<file path="src/rtl/cla_pkg.sv">
// Shared constants for the carry-lookahead adder slices.
package cla_pkg;
    localparam int CLA_W_DEFAULT = 8;
    localparam int CLA_W_MAX     = 16;
endpackage

</file>
<file path="src/rtl/cla_carry_net.sv">
// Flat sum-of-products carry network: every carry is computed directly from Gs/Ps/Cin.
// Optional group generate/propagate outputs under CLA_GROUP_PG_EN.
module cla_carry_net
    import cla_pkg::*;
#(
    parameter int WIDTH = CLA_W_DEFAULT
) (
    input  logic [WIDTH-1:0] Gs,
    input  logic [WIDTH-1:0] Ps,
    input  logic             Cin,
    output logic [WIDTH:0]   C
`ifdef CLA_GROUP_PG_EN
    ,
    output logic             GG,
    output logic             PG
`endif
);

    logic sop;
    logic prod;

    // c(i+1) = OR over j of Gs[j]&Ps[j+1..i], plus Cin&Ps[0..i]; loops unroll into flat AND-OR terms
    always_comb begin
        C    = '0;
        sop  = 1'b0;
        prod = 1'b0;
        C[0] = Cin;
        for (int i = 0; i < WIDTH; i++) begin
            sop = 1'b0;
            for (int j = 0; j <= i; j++) begin
                prod = Gs[j];
                for (int k = j + 1; k <= i; k++) prod = prod & Ps[k];
                sop = sop | prod;
            end
            prod = Cin;
            for (int k = 0; k <= i; k++) prod = prod & Ps[k];
            C[i+1] = sop | prod;
        end
    end

`ifdef CLA_GROUP_PG_EN
    logic g_sop;
    logic g_prod;

    // Group generate is the carry-out with Cin forced to 0
    always_comb begin
        g_sop  = 1'b0;
        g_prod = 1'b0;
        for (int j = 0; j < WIDTH; j++) begin
            g_prod = Gs[j];
            for (int k = j + 1; k < WIDTH; k++) g_prod = g_prod & Ps[k];
            g_sop = g_sop | g_prod;
        end
        GG = g_sop;
        PG = &Ps;
    end
`endif

endmodule

</file>
<file path="src/rtl/cla_block_8.sv">
// Registered carry-lookahead adder slice: S/Cout = A + B + Cin, one cycle latency.
// Define CLA_GROUP_PG_EN to add registered group generate/propagate outputs GG/PG.
module cla_block_8
    import cla_pkg::*;
#(
    parameter int WIDTH = CLA_W_DEFAULT
) (
    input  logic             clock,
    input  logic             reset,
    input  logic [WIDTH-1:0] A,
    input  logic [WIDTH-1:0] B,
    input  logic             Cin,
    input  logic [WIDTH-1:0] Gs,
    input  logic [WIDTH-1:0] Ps,
    output logic [WIDTH-1:0] S,
    output logic             Cout
`ifdef CLA_GROUP_PG_EN
    ,
    output logic             GG,
    output logic             PG
`endif
);

    logic [WIDTH:0]   c;
    logic [WIDTH-1:0] s_d, s_q;
    logic             cout_d, cout_q;

`ifdef CLA_GROUP_PG_EN
    logic gg_d, gg_q;
    logic pg_d, pg_q;
`endif

    cla_carry_net #(.WIDTH(WIDTH)) u_carry (
        .Gs  (Gs),
        .Ps  (Ps),
        .Cin (Cin),
        .C   (c)
`ifdef CLA_GROUP_PG_EN
        ,
        .GG  (gg_d),
        .PG  (pg_d)
`endif
    );

    // Sum uses A^B directly so either Ps flavour (A|B or A^B) yields the right result
    assign s_d    = A ^ B ^ c[WIDTH-1:0];
    assign cout_d = c[WIDTH];

    always_ff @(posedge clock) begin
        if (reset) begin
            s_q    <= '0;
            cout_q <= 1'b0;
        end else begin
            s_q    <= s_d;
            cout_q <= cout_d;
        end
    end

    assign S    = s_q;
    assign Cout = cout_q;

`ifdef CLA_GROUP_PG_EN
    always_ff @(posedge clock) begin
        if (reset) begin
            gg_q <= 1'b0;
            pg_q <= 1'b0;
        end else begin
            gg_q <= gg_d;
            pg_q <= pg_d;
        end
    end

    assign GG = gg_q;
    assign PG = pg_q;
`endif

endmodule

</file>
<file path="config.mk">
export PLATFORM = sky130hd
export DESIGN_NAME = cla_block_8
export DESIGN_NICKNAME = d
export VERILOG_FILES = /design/src/rtl/cla_pkg.sv /design/src/rtl/cla_carry_net.sv /design/src/rtl/cla_block_8.sv
export SDC_FILE = /design/constraint.sdc
export NUM_CORES = 1
export LEC_CHECK = 0
export BUFFER_PORTS_ARGS = -buffer_cell sky130_fd_sc_hd__buf_2
export CAP_MARGIN = 20
export CORE_MARGIN = 4
export CORE_UTILIZATION = 40
export CTS_CLUSTER_SIZE = 14
export DETAILED_ROUTE_END_ITERATION = 10
export PLACE_DENSITY = 0.77
export SLEW_MARGIN = 20
export SYNTH_ARGS = -nofsm -noshare
export SYNTH_HDL_FRONTEND = slang
export SYNTH_SLANG_ARGS = --single-unit
</file>
<file path="constraint.sdc">
create_clock -name clock -period 1.2 [get_ports clock]
set_input_delay 0.18 -clock clock [delete_from_list [all_inputs] [get_ports clock]]
set_output_delay 0.18 -clock clock [all_outputs]
set_load 0.02 [all_outputs]
</file>
==> flow_results.org <==
** Status
- Status :: finished clean

** Yosys
- Avg Inst Size Synth :: 8.927 µm²
- sky130_fd_sc_hd__dfxtp_1 takes more of the synthesized area than any other cell.
- Of the post-synthesis cell area, the dominant cell type holds 0.2727.
- Most area-consuming cells after synthesis :: sky130_fd_sc_hd__dfxtp_1 (27%), sky130_fd_sc_hd__xnor2_1 (9.3%), sky130_fd_sc_hd__xor2_1 (6.6%)
- Ranked by instance count, the synthesized netlist is headed by sky130_fd_sc_hd__dfxtp_1 (9), sky130_fd_sc_hd__nor2_1 (8), sky130_fd_sc_hd__xnor2_1 (7).
- Post-synth EDFFs :: 0
- After synthesis the netlist holds a flip-flop and latch count of 9.
- For this run, the leading register cell type out of synthesis is sky130_fd_sc_hd__dfxtp_1.
- For this run, the register share of the synthesized area comes to 0.2727.
- The netlist uses 34 different library cells.
- Number of nets produced by synthesis :: 109
- Post-synth ARST share :: 0
- Syn. warnings :: 0
- Number of instances in the synthesized netlist :: 74
- Summing every instance area after synthesis gives 660.6 µm².
- Most common cell in the netlist :: sky130_fd_sc_hd__dfxtp_1

** Setup path
- At the worst endpoint, the required time is 1340 ps.
- Largest fanout on the critical path :: 3
- The worst setup path is captured at a register.
- Beginning of the critical path :: Gs[0]
- Setup CP Type :: in -> reg
- At the worst endpoint, the arrival time is 1120 ps.
- Kind of launch point of the worst setup path :: primary input

** Finish
- At the end of the flow, the number of nets in the layout was 159.
- 0 antenna diodes ended up in the layout.
- Final standard cell count with taps included and fillers excluded :: 139
- Summing all multi-input logic gate instances after layout gives 455.4 µm².
- From synthesis to final layout, the design area changed by 42.61%.
- Measured on the finished design, the core utilization comes to 0.6112.
- The finished cells cover around 940 µm².
- Fill cells in the final layout number 139.
- Summing all flip-flop and latch instances after layout gives 180.2 µm².
- Share of post-route cells with drive strength above 1 :: 0.4878

** Clock network
- Num CTS Buffers :: 3
- Clock input transition at the sequential cells of the worst setup and hold paths :: 60 ps
- Max Buffers Root-to-Sink :: 2
- TritonCTS built the clock tree.
- CTS Hold Bufs :: 0
- Htree depth :: 1
- Count of clock tree sinks :: 9
- CTS-repair resized insts :: 0
- The number of setup buffers added after CTS is 0.
- In this run the clock root is driven by a sky130_fd_sc_hd__clkbuf_4.

** Detailed routing
- The routed design has approximately 1800 µm of wire.
- Across all layers, the routed design uses 694 vias.
- ANT nets after route :: 0
- In the final routed layout, each cell accounts on average for 12.60 µm.
- For this block, the initial DRC count from the detailed router was 7.
- Initial DRT Pass Iterations :: 2
- Dividing the detail-routed via count by the number of cells gives 4.993.
- After detailed routing, the number of remaining DRC violations is 0.

** Hold path
- Worst min-delay path startpoint :: Gs[7]
- The worst hold path belongs to the class in -> reg.

** Global routing
- Total grt overflow :: 0
- Global-route wire length before repair :: 2766 µm
- Entering global routing, the biggest net connects 14 pins.
- The initial antenna violation count was 0.
- Across every metal layer, demand over resource in global routing totals 0.1466.
- The via count of the first global-routing pass was 648.

** STA
- Slew at the pin closest to its max-slew limit :: 381.3 ps
- Highest Clock Rate :: 1.027 GHz
- The max-slew violation count was 0.
- Final sum of negative setup slack :: 0 ps
- After layout, the minimum clock period comes to 973.6 ps.
- Worst relative slew slack :: 0.7449
- Dividing the final minimum period by the clock period gives 0.8113.
- Setup violations remaining at the end of the flow were counted as 0.
- Setup repair after global routing missed its margin :: no
- Endpoints failing hold :: 0

** Pwr
- In this run the power density over the cells is about 950 nW/µm².
- The share of total power dissipated in combinational logic is 0.371.
- Power spent charging and discharging nets :: 0.2856 mW
- Overall power consumption after layout is estimated at 0.8958 mW.
- IR analysis of the VDD net gives a maximum drop of between 0.4 and 0.5 mV.
- Internal power comes to 0.6102 mW.
- Leak pwr :: 0.4537 nW
- Part of the power in registers :: 0.379
- Clock network fraction of design power :: 0.249
- Share of total power consumed by net switching :: 0.3188

** Floorplan
- Number of top-level pins :: 44
- Number of rows in the core area :: 14
- In this run the vertical extent of the chip is just under 50 µm.
- DIE WIDTH :: roughly 49 µm
- The initial utilization of the core area, before any placement, comes to 0.4286.
- The region available for standard cell placement spans 1541 µm².
- The die covers 2366 µm².

** Place
- GPL Wtd Cong :: roughly 0.80
- Placed wire-length estimate after detailed placement :: 1507 µm
- In this run the tool buffered the top-level ports with 43 buffer cells.
- In this run, placement finished with an instance count of about 140.
- Placed Area :: 915.9 µm²

** Run
- The tool flagged a number of max-cap violations equal to 0.
==> kinds of logic (layout without fill, tap and decap cells) <==
family / count (synthesis) / after routing / synth area share
buffers and inverters: 6 / 55 / 0.03787
DFF: 9 / 9 / 0.2727
and+or+nand+nor: 26 / 26 / 0.2235
muxes: 1 / 1 / 0.02272
AOI/OAI and AO/OA: 20 / 20 / 0.2841
xor gates and xnor gates: 12 / 12 / 0.1591
==> layout make-up <==
cell class	instances	area share
Timing Repair Buffer	47	0.2603
Clock buffer	4	0.02789
Tap cell	16	0.02125
Inverter	4	0.01594
Multi-Input combinational cell	59	0.4834
Sequential cell	9	0.1912
==> sequential cells by signal, indices dropped and copies added, names as in the netlist <==
name / cells
S: 8
Cout: 1
==> per-layer routing <==
layer	GRT usage	share of wire	up-vias	wire length, µm
li1	-	-	367	-
met1	0.1673	0.39	308	690
met2	0.2435	0.55	15	959
met3	0.02761	0.038	4	66
met4	0.09865	0.019	0	34
met5	0	0	-	0
==> power by group through the flow <==
stage                     logic (mW)  clock network, mW  registers (mW)
after global routing           0.361              0.257           0.344
after CTS                      0.334              0.232           0.340
final                          0.333              0.223           0.340
after floorplan                0.144                  0           0.394
after global placement         0.323                  0           0.346
after detailed placement       0.334                  0           0.347
==> per-stage QoR <==
step / hold WS (ps) / setup slack (ps)
6_report: 183.4 / 226.4
5_1_grt: 180.3 / 187.6
4_1_cts: 179.2 / 239.3
3_5_place_dp: 452.2 / -35.67
3_3_place_gp: 448.2 / 9.502
2_1_floorplan: 327.6 / 154.1
==> final timing paths <==
kind	to	cells past startpoint
min	Cout	3
max	S[4]	5
==> layout by cell type (no fill, tap or decap), drive strengths merged, types with 4 or more instances in the layout <==
cell    synthesis  routed
buf             2      47
dfxtp           9       9
nor2            9       9
xnor2           7       7
xor2            5       5
inv             4       4
clkbuf          0       4
a21oi           4       4
==> worst max-delay path: stages <==
cell                       delay (ps)
sky130_fd_sc_hd__buf_2            130
sky130_fd_sc_hd__a21oi_4          200
sky130_fd_sc_hd__o211ai_2         120
sky130_fd_sc_hd__a21oi_2          190
sky130_fd_sc_hd__mux2_4           310
Note: power is estimated with default switching activity, not from simulation.
